### config.mk
export PLATFORM = sky130hd
export DESIGN_NAME = apu_sweep_flat
export DESIGN_NICKNAME = d
export VERILOG_FILES = /design/src/rtl/apu_sweep_if.sv /design/src/rtl/apu_sweep.sv /design/src/flat_wrapper.sv
export SDC_FILE = /design/constraint.sdc
export NUM_CORES = 1
export LEC_CHECK = 0
export ABC_CLOCK_PERIOD_IN_PS = 3390
export CAP_MARGIN = 20
export CORE_MARGIN = 2
export CORE_UTILIZATION = 45
export CTS_BUF_LIST = sky130_fd_sc_hd__clkbuf_8
export DETAILED_ROUTE_END_ITERATION = 16
export DONT_BUFFER_PORTS = 1
export PLACE_DENSITY = 0.7
export RECOVER_POWER = 25
export SYNTH_ARGS = -nofsm -noshare
export SYNTH_HDL_FRONTEND = slang
export SYNTH_SLANG_ARGS = --single-unit
### constraint.sdc
create_clock -name clk -period 3.39 [get_ports clk]
set_input_delay 0.678 -clock clk [delete_from_list [all_inputs] [get_ports clk]]
set_output_delay 0.678 -clock clk [all_outputs]
set_load 0.05 [all_outputs]
### src/rtl/apu_sweep_if.sv
// Ready/valid bundle between the APU register interface, the sweep unit and the pulse channel.
interface apu_sweep_if;
    logic [10:0] period_r;
    logic        period_r_vld;
    logic        period_r_rdy;
    logic [7:0]  cfg_r;
    logic        cfg_r_vld;
    logic        cfg_r_rdy;
    logic        tick;
    logic [10:0] period_s;
    logic        period_s_vld;
    logic        period_s_rdy;
    logic        mute;

    modport slave (
        input  period_r, period_r_vld, cfg_r, cfg_r_vld, tick, period_s_rdy,
        output period_r_rdy, cfg_r_rdy, period_s, period_s_vld, mute
    );

    modport master (
        output period_r, period_r_vld, cfg_r, cfg_r_vld, tick, period_s_rdy,
        input  period_r_rdy, cfg_r_rdy, period_s, period_s_vld, mute
    );
endinterface

### src/rtl/apu_sweep.sv
// APU frequency sweep: holds the pulse period, moves it on half-frame ticks and
// forwards every new period through a single-entry latest-wins output buffer.
module apu_sweep #(
    parameter bit ONES_COMPLEMENT = 1'b0
) (
    input  logic        clk,
    input  logic        reset,
    apu_sweep_if.slave  sweep
);

    logic [10:0] period_q, period_d;
    logic [7:0]  cfg_q, cfg_d;
    logic [2:0]  divider_q, divider_d;
    logic        reload_q, reload_d;
    logic [10:0] out_data_q, out_data_d;
    logic        out_vld_q, out_vld_d;

    logic        cfg_enable_s;
    logic [2:0]  cfg_div_p_s;
    logic        cfg_negate_s;
    logic [2:0]  cfg_shift_s;
    logic [10:0] delta_s;
    logic [11:0] sum_s;
    logic [11:0] diff_s;
    logic [11:0] target_s;
    logic        mute_s;
    logic        update_s;

    assign cfg_enable_s = cfg_q[7];
    assign cfg_div_p_s  = cfg_q[6:4];
    assign cfg_negate_s = cfg_q[3];
    assign cfg_shift_s  = cfg_q[2:0];

    // Sweep target; a borrow out of the subtraction clamps the result to zero.
    always_comb begin
        delta_s  = period_q >> cfg_shift_s;
        sum_s    = {1'b0, period_q} + {1'b0, delta_s};
        diff_s   = {1'b0, period_q} - {1'b0, delta_s} - {11'd0, ONES_COMPLEMENT};
        target_s = 12'd0;
        if (cfg_negate_s) begin
            if (diff_s[11]) begin
                target_s = 12'd0;
            end else begin
                target_s = diff_s;
            end
        end else begin
            target_s = sum_s;
        end
    end

    assign mute_s   = (period_q < 11'd8) | (target_s[11] & ~cfg_negate_s);
    assign update_s = sweep.tick & (divider_q == 3'd0) & cfg_enable_s
                      & (cfg_shift_s != 3'd0) & ~mute_s;

    // Next state: a load overrides a sweep update, a config write overrides the reload clear.
    always_comb begin
        period_d   = period_q;
        cfg_d      = cfg_q;
        divider_d  = divider_q;
        reload_d   = reload_q;
        out_data_d = out_data_q;
        out_vld_d  = out_vld_q;

        if (out_vld_q && sweep.period_s_rdy) begin
            out_vld_d = 1'b0;
        end else begin
            out_vld_d = out_vld_q;
        end

        if (sweep.period_r_vld) begin
            period_d   = sweep.period_r;
            out_data_d = sweep.period_r;
            out_vld_d  = 1'b1;
        end else if (update_s) begin
            period_d   = target_s[10:0];
            out_data_d = target_s[10:0];
            out_vld_d  = 1'b1;
        end else begin
            period_d   = period_q;
        end

        if (sweep.tick) begin
            if ((divider_q == 3'd0) || reload_q) begin
                divider_d = cfg_div_p_s;
                reload_d  = 1'b0;
            end else begin
                divider_d = divider_q - 3'd1;
            end
        end else begin
            divider_d = divider_q;
        end

        if (sweep.cfg_r_vld) begin
            cfg_d    = sweep.cfg_r;
            reload_d = 1'b1;
        end else begin
            cfg_d    = cfg_q;
        end
    end

    // State registers with asynchronous clear.
    always_ff @(posedge clk or posedge reset) begin
        if (reset) begin
            period_q   <= 11'd0;
            cfg_q      <= 8'd0;
            divider_q  <= 3'd0;
            reload_q   <= 1'b0;
            out_data_q <= 11'd0;
            out_vld_q  <= 1'b0;
        end else begin
            period_q   <= period_d;
            cfg_q      <= cfg_d;
            divider_q  <= divider_d;
            reload_q   <= reload_d;
            out_data_q <= out_data_d;
            out_vld_q  <= out_vld_d;
        end
    end

    assign sweep.period_r_rdy = 1'b1;
    assign sweep.cfg_r_rdy    = 1'b1;
    assign sweep.period_s     = out_data_q;
    assign sweep.period_s_vld = out_vld_q;
    assign sweep.mute         = mute_s;

endmodule
### src/flat_wrapper.sv
// flat-port wrapper written by rule: the top's interface ports become plain ports
module apu_sweep_flat 
#(
    parameter bit ONES_COMPLEMENT = 1'b0
)
  (clk, reset, sweep_period_r, sweep_period_r_vld, sweep_cfg_r, sweep_cfg_r_vld, sweep_tick, sweep_period_s_rdy, sweep_period_r_rdy, sweep_cfg_r_rdy, sweep_period_s, sweep_period_s_vld, sweep_mute);
  apu_sweep_if sweep_i ();
  input  logic clk;
  input  logic reset;
  input wire logic [$bits(sweep_i.period_r)-1:0] sweep_period_r;
  input wire logic [$bits(sweep_i.period_r_vld)-1:0] sweep_period_r_vld;
  input wire logic [$bits(sweep_i.cfg_r)-1:0] sweep_cfg_r;
  input wire logic [$bits(sweep_i.cfg_r_vld)-1:0] sweep_cfg_r_vld;
  input wire logic [$bits(sweep_i.tick)-1:0] sweep_tick;
  input wire logic [$bits(sweep_i.period_s_rdy)-1:0] sweep_period_s_rdy;
  output wire logic [$bits(sweep_i.period_r_rdy)-1:0] sweep_period_r_rdy;
  output wire logic [$bits(sweep_i.cfg_r_rdy)-1:0] sweep_cfg_r_rdy;
  output wire logic [$bits(sweep_i.period_s)-1:0] sweep_period_s;
  output wire logic [$bits(sweep_i.period_s_vld)-1:0] sweep_period_s_vld;
  output wire logic [$bits(sweep_i.mute)-1:0] sweep_mute;
  assign sweep_i.period_r = sweep_period_r;
  assign sweep_i.period_r_vld = sweep_period_r_vld;
  assign sweep_i.cfg_r = sweep_cfg_r;
  assign sweep_i.cfg_r_vld = sweep_cfg_r_vld;
  assign sweep_i.tick = sweep_tick;
  assign sweep_i.period_s_rdy = sweep_period_s_rdy;
  assign sweep_period_r_rdy = sweep_i.period_r_rdy;
  assign sweep_cfg_r_rdy = sweep_i.cfg_r_rdy;
  assign sweep_period_s = sweep_i.period_s;
  assign sweep_period_s_vld = sweep_i.period_s_vld;
  assign sweep_mute = sweep_i.mute;
  apu_sweep #(.ONES_COMPLEMENT(ONES_COMPLEMENT)) u_core (.clk(clk), .reset(reset), .sweep(sweep_i));
endmodule
==> run_results.csv, run 1 <==
group,metric,value,unit
run_status,outcome,"finished with violations",
run_status,violations,"setup timing",
floorplanning,die_area,6600,sq um
pwr,cellLeakagePower,1.48,nW
global_route,grt_pass1_wl,11300,microns
setup_path,crit_start,"u_core.cfg_q[0]$_DFFE_PP0P_",
setup_path,path_cells,"buf_4 -> mux4_2 -> o21ai_1 -> buf_4 -> inv_1 -> ha_1 -> a21oi_4 -> a41oi_4 -> a311oi_4 -> inv_4",
synth,synthMuxAreaShare,0.136,
synth,synth_area_leaders,"dfrtp_1 22%, ha_1 12%, mux2i_1 5.2%",
global_route,antenna_found_initial,0,
setup_path,r2r-start,"u_core.cfg_q[0]$_DFFE_PP0P_",
setup_path,crit_slowest_cell,"mux4_2",
timing,hold_ws,0.480,ns
floorplanning,initial_core_util,0.459,
layout,utilization,0.589,
clock_network,root_buffer,"clkbuf_8",
synth,synthCells,307,
setup_path,ff2ff_path_depth,14,
pwr,p_per_area,513,nW/um^2
layout,area_growth,28.2,%
synth,synth_top_flop_cell,"dfrtp_1",
timing,min_period_over_period,1.03,
synth,synthAdderAreaFrac,0.136,
layout,drive_gt1_frac,0.337,
synth,synth-simple-area-share,0.156,
route,vias_per_cell,6.11,
route,routed_wl,8010,microns
timing,slew_viol_final,0,
synth,yosysUniqueCellTypes,57,
place,dp.cells,394,
route,ant_nets,0,
layout,diodes,0,
global_route,grt_max_degree,25,
synth,synth-xor-area-share,0.0489,
synth,synth_common_cells,"26 x ha_1, 25 x inv_1, 24 x dfrtp_1",
synth,synthArstFlopShare,1.00,
layout,design_area,3440,sq um
pwr,power,1.77,mW
timing,setup_ws,-0.110,ns
clock_network,clk_latency,0.27,ns
synth,synth.most_common_cell,"ha_1",
floorplanning,die_height,81.2,microns
timing,slew_headroom,0.297,
setup_path,cpPeakStageDelay,0.49,ns
clock_network,cts.htree.levels,1,
worst_hold_path,min_path_type,"input pin to flip-flop",
setup_path,crit_buf_inv,4,
global_route,grt_use_total,0.220,
clock_network,clock_path_buffers,2,
route,drt_iter0_drc,176,
setup_path,crit_required,2.71,ns
synth,synth_top_area_frac,0.224,
synth,avgSynthCellArea,8.75,sq um
timing,finalSetupViolations,3,
synth,synth_compound_area_frac,0.226,
synth,synth-seq-area-share,0.224,
synth,synth-edff-count,0,
floorplanning,core_area,5850,sq um
route,wl_per_cell,19.1,microns
synth,yosys_warnings,0,
place,post-dp-hpwl,5210,microns
setup_path,end_kind,"primary output",
route,vias,2558,
place,pre_cts_ws,-0.00161,ns
setup_path,worstReg2RegEnd,"u_core.period_q[6]$_DFFE_PP0P_",
place,gp_congestion,0.861,
setup_path,cp.depth,10,
timing,tightest_slew,1.05,ns
layout,stdcell_count,419,
timing,setup_tns,-0.203,ns
job,max_cap_violations,0,
setup_path,start_kind,"flip-flop",
layout,layout.nets,398,
place,numPortBuffers,0,
timing,hold_violations,0,
setup_path,crit_end,"sweep_mute",
setup_path,worst-path-max-fanout,5,
clock_network,hold_buffers,0,
pwr,vdd_drop_max,306,uV
setup_path,criticalPathCategory,"flip-flop to primary output",
global_route,grt_pass1_vias,2284,
route,drc,0,
timing,skew,0.00451,ns
timing,rsz0062_at_grt,"yes",
clock_network,cts_sinks,24,
timing,fmax,286,MHz
setup_path,critPathTopFamily,"compound AO/OA/AOI/OAI gates",
synth,synthesis.area,2690,sq um
setup_path,crit_top_cell,"buf_4",
synth,yosys.area.top_type,"dfrtp_1",
timing,min_period,3.50,ns
place,placed_area,2900,sq um
route,dr.pass1.iters,5,
floorplanning,rows,28,
synth,synth-seq-cells,24,
clock_network,cts_inserted_buffers,3,
clock_network,tritoncts,"yes",
global_route,grt.overflow.total,0,
synth,synth_top_family_by_area,"compound AO/OA/AOI/OAI gates",
setup_path,ff2ff_setup_slack,-0.07,ns
floorplanning,chipWidth,81.2,microns
floorplanning,io_pins,40,
setup_path,crit_arrival,2.82,ns
clock_network,clk_pin_slew_worst_paths,0.09,ns
worst min-delay path by stage:
stage	slack [ns]	cells after the start	startpoint	end
2_1_floorplan	0.47	2	u_core.cfg_q[4]$_DFFE_PP0P_	u_core.divider_q[0]$_DFFE_PP0P_
3_3_place_gp	0.49	1	u_core.cfg_q[4]$_DFFE_PP0P_	u_core.cfg_q[4]$_DFFE_PP0P_
3_5_place_dp	0.50	1	u_core.cfg_q[5]$_DFFE_PP0P_	u_core.cfg_q[5]$_DFFE_PP0P_
4_1_cts	0.48	1	sweep_tick	u_core.divider_q[2]$_DFFE_PP0P_
5_1_grt	0.47	1	sweep_period_r_vld	u_core.period_q[7]$_DFFE_PP0P_
6_report	0.48	1	sweep_period_r_vld	u_core.period_q[7]$_DFFE_PP0P_
sequential cells by signal, indices dropped and copies added, names as in the netlist:
name                       count
u_core.cfg_q                   8
u_core.divider_q               3
u_core.period_q               11
u_core.reload_q                1
u_core.sweep.period_s_vld      1
cell families after synthesis:
group,Yosys count
adders and majority gates,28
and+or+nand+nor,83
muxes,29
buffers and inverters,43
AOI/OAI and AO/OA,84
other,1
xor gates and xnor gates,15
DFF,24
routing by layer:
layer | wire (microns) | up-vias | GRT usage | share of wire
met5 | 0 | - | 0 | 0
met4 | 133 | 0 | 0.0356 | 0.017
met3 | 509 | 17 | 0.0300 | 0.064
met2 | 4010 | 122 | 0.379 | 0.50
met1 | 3360 | 1245 | 0.300 | 0.42
li1 | - | 1174 | - | -
cell type report:
class                           count  area, sq um
Clock buffer                        3         41.3
Timing Repair Buffer               48          377
Sequential cell                    24          602
Multi-Input combinational cell    242         2200
Fill cell                         484         2410
Inverter                           26          100
Clock inverter                      1         30.0
Tap cell                           75         93.8
power breakdown:
part	leakage [nW]	switching [mW]	internal, mW
sequential	0.283	0.0525	0.320
combinational	1.16	0.624	0.513
clock	0.0357	0.0979	0.158
placed cells by master (no fill, tap or decap), types with 6 or more instances in the layout:
| cell | netlist | final |
|---|---|---|
| ha_4 | 0 | 6 |
| a21oi_1 | 20 | 15 |
| mux2i_1 | 14 | 8 |
| o21ai_0 | 19 | 15 |
| xor2_1 | 6 | 6 |
| nand2_1 | 23 | 21 |
| inv_1 | 25 | 23 |
| nor2_1 | 19 | 16 |
| mux2_2 | 10 | 9 |
| buf_4 | 4 | 42 |
| nor3_1 | 7 | 7 |
| dfrtp_1 | 24 | 23 |
| xnor2_1 | 9 | 9 |
| nand2b_1 | 10 | 10 |
| ha_1 | 26 | 18 |
repair_timing:
action / CTS / global route
resized for setup: 15 / 51
setup endpoints to repair: 4 / 12
pin swaps: 4 / 12
buffers inserted: 7 / 12
gates cloned: 1 / 1
Power figures use the tool's default switching activity.
==> inputs of run 2 (changes only) <==
Settings changed: ABC_AREA set to 1, CAP_MARGIN 20 to unset.
==> run 2 against run 1 <==
The flow now finishes without violations. Sequential cell count is the same. Cell count grew 35%. Clock-buffer cell count is the same.
==> run_results.csv, run 2 <==
group,metric,value,unit
synth,synthMuxAreaShare,0.00684,
route,ant_nets,0,
setup_path,worst-path-max-fanout,6,
layout,fillers,664,
worst_hold_path,min_path_type,"input pin to async pin",
synth,avgSynthCellArea,6.08,sq um
synth,yosys_warnings,0,
route,routed_wl,8140,microns
layout,diodes,0,
clock_network,tritoncts,"yes",
route,drc,0,
clock_network,clk_pin_slew_worst_paths,0.09,ns
pwr,switching_share,0.546,
floorplanning,chipWidth,84.6,microns
global_route,grt_pass1_vias,2968,
floorplanning,initial_core_util,0.463,
synth,synth_compound_area_frac,0.123,
synth,synth-simple-area-share,0.395,
global_route,antenna_found_initial,0,
synth,synth-seq-cells,24,
floorplanning,io_pins,40,
setup_path,end_kind,"primary output",
clock_network,clock_path_buffers,2,
layout,regArea,604,sq um
timing,slew_headroom,0.414,
synth,synthAdderAreaFrac,0.125,
timing,setup_ws,0.119,ns
pwr,comb_power_share,0.736,
pwr,pwr-share-clk,0.102,
synth,synth_top_family_by_area,"simple AND/OR/NAND/NOR gates",
global_route,grt_pass1_wl,13600,microns
setup_path,crit_start,"u_core.cfg_q[0]$_DFFE_PP0P_",
run_status,outcome,"finished clean",
global_route,grt_use_total,0.233,
floorplanning,rows,29,
layout,layout_commonest_cell,"nand2_1",
layout,layout.nets,544,
synth,synth_common_cells,"169 x nand2_1, 70 x inv_1, 40 x nand3_1",
place,placed_area,3070,sq um
pwr,p_seq_frac,0.162,
synth,synth_top_area_frac,0.217,
timing,min_period_over_period,0.965,
synth,synth-xor-area-share,0.0120,
synth,yosys.area.top_type,"nand2_1",
place,gp_congestion,0.952,
layout,largest-register,"u_core.period_q",
pwr,p_int,1.12,mW
pwr,cellLeakagePower,1.77,nW
timing,fmax,306,MHz
route,vias,3043,
layout,final_cell_mix,"167 x nand2_1, 69 x inv_1, 40 x nand3_1",
layout,area_growth,10.5,%
synth,synthArstFlopShare,1.00,
route,vias_per_cell,5.37,
route,dr.pass1.iters,5,
route,drt_iter0_drc,233,
pwr,p_per_area,762,nW/um^2
job,max_cap_violations,0,
synth,synth.most_common_cell,"nand2_1",
route,wl_per_cell,14.4,microns
synth,synth_top_flop_cell,"dfrtp_1",
timing,finalSetupViolations,0,
setup_path,start_kind,"flip-flop",
clock_network,clk_latency,0.27,ns
timing,slew_viol_final,0,
setup_path,crit_end,"sweep_mute",
timing,skew,0.0121,ns
layout,largest_reg_flops,11,
setup_path,crit_required,2.71,ns
setup_path,criticalPathCategory,"flip-flop to primary output",
setup_path,worstReg2RegEnd,"u_core.period_q[9]$_DFFE_PP0P_",
place,numPortBuffers,0,
layout,top_regs,"u_core.period_q x11, u_core.cfg_q x8, u_core.divider_q x3",
floorplanning,core_area,6310,sq um
setup_path,r2r-start,"u_core.cfg_q[0]$_DFFE_PP0P_",
synth,yosysUniqueCellTypes,40,
floorplanning,die_height,84.6,microns
synth,synthCells,481,
global_route,grt.overflow.total,0,
clock_network,cts.htree.levels,1,
layout,multiInputGateArea,2010,sq um
timing,min_period,3.27,ns
clock_network,root_buffer,"clkbuf_8",
clock_network,cts_sinks,24,
timing,tightest_slew,0.878,ns
layout,design_area,3230,sq um
synth,synth-edff-count,0,
pwr,p_switching,1.35,mW
pwr,vdd_drop_max,411,uV
synth,synthesis.area,2930,sq um
floorplanning,die_area,7160,sq um
synth,synth-seq-area-share,0.205,
timing,hold_violations,0,
setup_path,crit_arrival,2.59,ns
clock_network,cts_inserted_buffers,3,
place,pre_cts_ws,0.0632,ns
setup_path,ff2ff_path_depth,21,
global_route,grt_max_degree,25,
synth,synth_area_leaders,"nand2_1 22%, dfrtp_1 21%, ha_1 11%",
layout,drive_gt1_frac,0.139,
setup_path,ff2ff_setup_slack,0.42,ns
place,post-dp-hpwl,6570,microns
## run 2: cell count changes after synthesis, moves of 7 or more
| cell | change |
|---|---|
| nand2_1 | +146 |
| inv_1 | +45 |
| nand3_1 | +36 |
| nor2_1 | +14 |
| mux2i_1 | -12 |
| mux2_2 | -10 |
| nand2b_1 | -10 |
| nand2_2 | +7 |
| xnor2_1 | -7 |
## run 2: power groups by stage
stage                     Clock, mW  Combinational (mW)  Sequential, mW
after floorplan                   0                1.17           0.546
after global placement            0                1.67           0.400
after detailed placement          0                1.71           0.401
after CTS                     0.258                1.72           0.397
after global routing          0.270                2.04           0.407
final                         0.252                1.81           0.399
## run 2: metal layers
metal / GRT usage / part of all wire / up-vias
met4: 0.0678 / 0.023 / 0
li1: - / - / 1528
met5: 0 / 0 / -
met3: 0.0197 / 0.053 / 14
met2: 0.415 / 0.49 / 102
met1: 0.300 / 0.43 / 1399
## run 2: cell families (layout without fill, tap and decap cells)
kind of cell / count (synthesis) / after routing
buffers and inverters: 91 / 99
xor gates and xnor gates: 4 / 4
AOI/OAI and AO/OA: 62 / 62
muxes: 2 / 2
adders and majority gates: 28 / 28
other: 1 / 2
and+or+nand+nor: 269 / 269
DFF: 24 / 24
## run 2: area by class of cell
type                            instances  area share
Clock buffer                            3      0.0128
Clock inverter                          1     0.00929
Inverter                               76      0.0917
Multi-Input combinational cell        367       0.622
Sequential cell                        24       0.187
Tap cell                               77      0.0298
Timing Repair Buffer                   19      0.0480
## run 2: how the worst min path moves through the flow
stage,endpoint,slack (ns)
5_1_grt,u_core.divider_q[2]$_DFFE_PP0P_,0.48
3_5_place_dp,u_core.cfg_q[5]$_DFFE_PP0P_,0.47
4_1_cts,u_core.divider_q[2]$_DFFE_PP0P_,0.49
3_3_place_gp,u_core.cfg_q[7]$_DFFE_PP0P_,0.46
6_report,u_core.sweep.period_s_vld$_DFFE_PP0P_,0.47
2_1_floorplan,u_core.cfg_q[4]$_DFFE_PP0P_,0.44
## run 2: critical path, cell delays in order, from the launching register on
cell and delay (ns):
dfrtp_2 0.47, buf_4 0.17, nand2_1 0.07, o21ai_2 0.08
nand2_1 0.06, nand2_1 0.08, nor2_1 0.16, inv_1 0.06
ha_1 0.32, nor2_2 0.16, nand2_1 0.10, nor2_1 0.11
nand2_1 0.07, nand3_2 0.08, nand2_2 0.07, nand2_2 0.11
buf_12 0.14
## run 2: metrics by stage
step	instances	utilization	TNS (ns)	total power [mW]	hold slack [ns]
after floorplan	482	-	0	1.71	0.442
after global placement	561	0.486	0	2.07	0.460
after detailed placement	561	0.486	0	2.11	0.469
after CTS	565	0.500	0	2.37	0.491
after global routing	567	0.512	-0.0295	2.71	0.482
final	567	0.512	0	2.46	0.468
## run 2: what timing repair did
action / CTS / global route
gates cloned: 0 / 0
setup endpoints to repair: 1 / 1
hold buffers: 0 / 0
pin swaps: 0 / 2
resized for setup: 8 / 22
buffers inserted: 0 / 2
hold endpoints to repair: 0 / 0
==> inputs of run 3 (changes only) <==
Settings changed: CORE_MARGIN 2 to unset.
==> run 3 against run 2 <==
Hold slack improved by 0.0039 ns. Sequential cell count unchanged. Clock-buffer cell count unchanged. Clock power about the same. Critical path depth decreased by 1. First-iteration DRC count decreased by 3.0%.
==> run_results.csv, run 3 (synthesis results as in run 2) <==
group,metric,value,unit
run_status,outcome,"finished clean",
timing,skew,0.00483,ns
setup_path,ff2ff_path_depth,18,
setup_path,crit_start,"u_core.cfg_q[0]$_DFFE_PP0P_",
layout,area_growth,13.5,%
setup_path,worst-path-max-fanout,6,
clock_network,clk_latency,0.27,ns
clock_network,tritoncts,"yes",
place,numPortBuffers,0,
pwr,p_seq_frac,0.161,
setup_path,r2r-start,"u_core.cfg_q[0]$_DFFE_PP0P_",
setup_path,ff2ff_setup_slack,0.48,ns
route,drt_iter0_drc,226,
layout,design_area,3320,sq um
setup_path,start_kind,"flip-flop",
worst_hold_path,min_path_type,"input pin to async pin",
clock_network,cts.htree.levels,1,
layout,regArea,604,sq um
global_route,grt_max_degree,25,
layout,top_regs,"u_core.period_q x11, u_core.cfg_q x8, u_core.divider_q x3",
setup_path,criticalPathCategory,"flip-flop to primary output",
place,post-dp-hpwl,6350,microns
layout,drive_gt1_frac,0.162,
layout,largest_reg_flops,11,
layout,fillers,635,
route,routed_wl,8030,microns
route,wl_per_cell,14.1,microns
timing,min_period_over_period,0.970,
place,placed_area,3070,sq um
pwr,p_per_area,761,nW/um^2
place,pre_cts_ws,0.159,ns
pwr,switching_share,0.541,
global_route,grt_use_total,0.244,
route,ant_nets,0,
place,gp_congestion,0.987,
clock_network,root_buffer,"clkbuf_8",
clock_network,clock_path_buffers,2,
route,vias,3066,
pwr,p_int,1.16,mW
floorplanning,initial_core_util,0.463,
global_route,grt_pass1_wl,12500,microns
timing,slew_viol_final,0,
layout,final_cell_mix,"167 x nand2_1, 68 x inv_1, 40 x nand3_1",
layout,largest-register,"u_core.period_q",
clock_network,clk_pin_slew_worst_paths,0.08,ns
setup_path,crit_end,"sweep_mute",
clock_network,cts_sinks,24,
timing,finalSetupViolations,0,
clock_network,cts_inserted_buffers,3,
timing,hold_violations,0,
setup_path,end_kind,"primary output",
floorplanning,die_area,6830,sq um
timing,setup_ws,0.101,ns
timing,slew_headroom,0.409,
pwr,pwr-share-clk,0.099,
route,vias_per_cell,5.38,
setup_path,crit_required,2.71,ns
floorplanning,rows,29,
timing,fmax,304,MHz
global_route,antenna_found_initial,0,
setup_path,worstReg2RegEnd,"u_core.period_q[7]$_DFFE_PP0P_",
global_route,grt.overflow.total,0,
layout,layout.nets,547,
pwr,comb_power_share,0.740,
pwr,vdd_drop_max,417,uV
layout,multiInputGateArea,2070,sq um
clock_network,hold_buffers,0,
floorplanning,io_pins,40,
pwr,cellLeakagePower,1.78,nW
layout,stdcell_count,570,
setup_path,crit_arrival,2.61,ns
job,max_cap_violations,0,
route,dr.pass1.iters,5,
global_route,grt_pass1_vias,2722,
floorplanning,core_area,6310,sq um
floorplanning,die_height,82.6,microns
timing,hold_ws,0.472,ns
timing,setup_tns,0,ns
route,drc,0,
place,dp.cells,561,
layout,diodes,0,
pwr,p_switching,1.37,mW
timing,min_period,3.29,ns
floorplanning,chipWidth,82.6,microns
timing,tightest_slew,0.886,ns
layout,layout_commonest_cell,"nand2_1",
[run 3: cell types whose count changed in the layout (fill, tap and decap cells not counted), sizes merged]
| cell | previous run | this run |
|---|---|---|
| buf | 19 | 21 |
| clkbuf | 3 | 4 |
[run 3: per-layer routing]
metal | vias to the layer above | GRT usage | wire [microns]
met5 | - | 0 | 0
met4 | 0 | 0.109 | 308
met3 | 27 | 0.0308 | 466
met2 | 104 | 0.402 | 3780
met1 | 1397 | 0.318 | 3480
li1 | 1538 | - | -
[run 3: power by group through the flow]
stage / clock network (mW) / logic [mW] / registers [mW]
after floorplan: 0 / 1.17 / 0.546
after global placement: 0 / 1.66 / 0.402
after detailed placement: 0 / 1.69 / 0.402
after CTS: 0.257 / 1.71 / 0.398
after global routing: 0.269 / 2.08 / 0.414
final: 0.251 / 1.87 / 0.406
[run 3: how the worst min path moves through the flow]
stage	start	endpoint	slack (ns)	cells after the start
2_1_floorplan	u_core.cfg_q[4]$_DFFE_PP0P_	u_core.cfg_q[4]$_DFFE_PP0P_	0.44	2
6_report	reset	u_core.period_q[1]$_DFFE_PP0P_	0.47	1
3_3_place_gp	u_core.cfg_q[4]$_DFFE_PP0P_	u_core.cfg_q[4]$_DFFE_PP0P_	0.46	2
5_1_grt	sweep_tick	u_core.divider_q[0]$_DFFE_PP0P_	0.48	1
4_1_cts	u_core.cfg_q[7]$_DFFE_PP0P_	u_core.cfg_q[7]$_DFFE_PP0P_	0.49	2
3_5_place_dp	u_core.cfg_q[7]$_DFFE_PP0P_	u_core.cfg_q[7]$_DFFE_PP0P_	0.46	2
[run 3: layout make-up]
type                       count  area share
clock inverter                 1     0.00905
clock buffer                   3      0.0124
tap                           77      0.0290
inverter                      76      0.0893
multi-input combinational    367       0.623
sequential                    24       0.182
timing repair buffer          22      0.0547
[run 3: timing repair]
action,4_1_cts,5_1_grt
setup endpoints to repair,1,1
buffers inserted,0,4
pin swaps,0,5
gates cloned,0,1
resized for setup,5,40
[run 3: worst max-delay path, cell delays in order, from the launching register on]
cell	delay (ns)
dfrtp_2	0.44
buf_6	0.15
mux2i_2	0.16
nand2_1	0.08
nand2_1	0.10
a21oi_2	0.17
inv_1	0.06
ha_1	0.32
nor2_2	0.18
nand2_1	0.11
nand3_2	0.11
nand2_1	0.07
nand3_2	0.08
nand2_2	0.07
nand2_1	0.11
buf_12	0.14
[run 3: metrics by stage]
step,total power [mW],util
3_3_place_gp,2.06,0.486
5_1_grt,2.76,0.526
3_5_place_dp,2.09,0.486
4_1_cts,2.36,0.499
2_1_floorplan,1.71,-
6_report,2.53,0.526
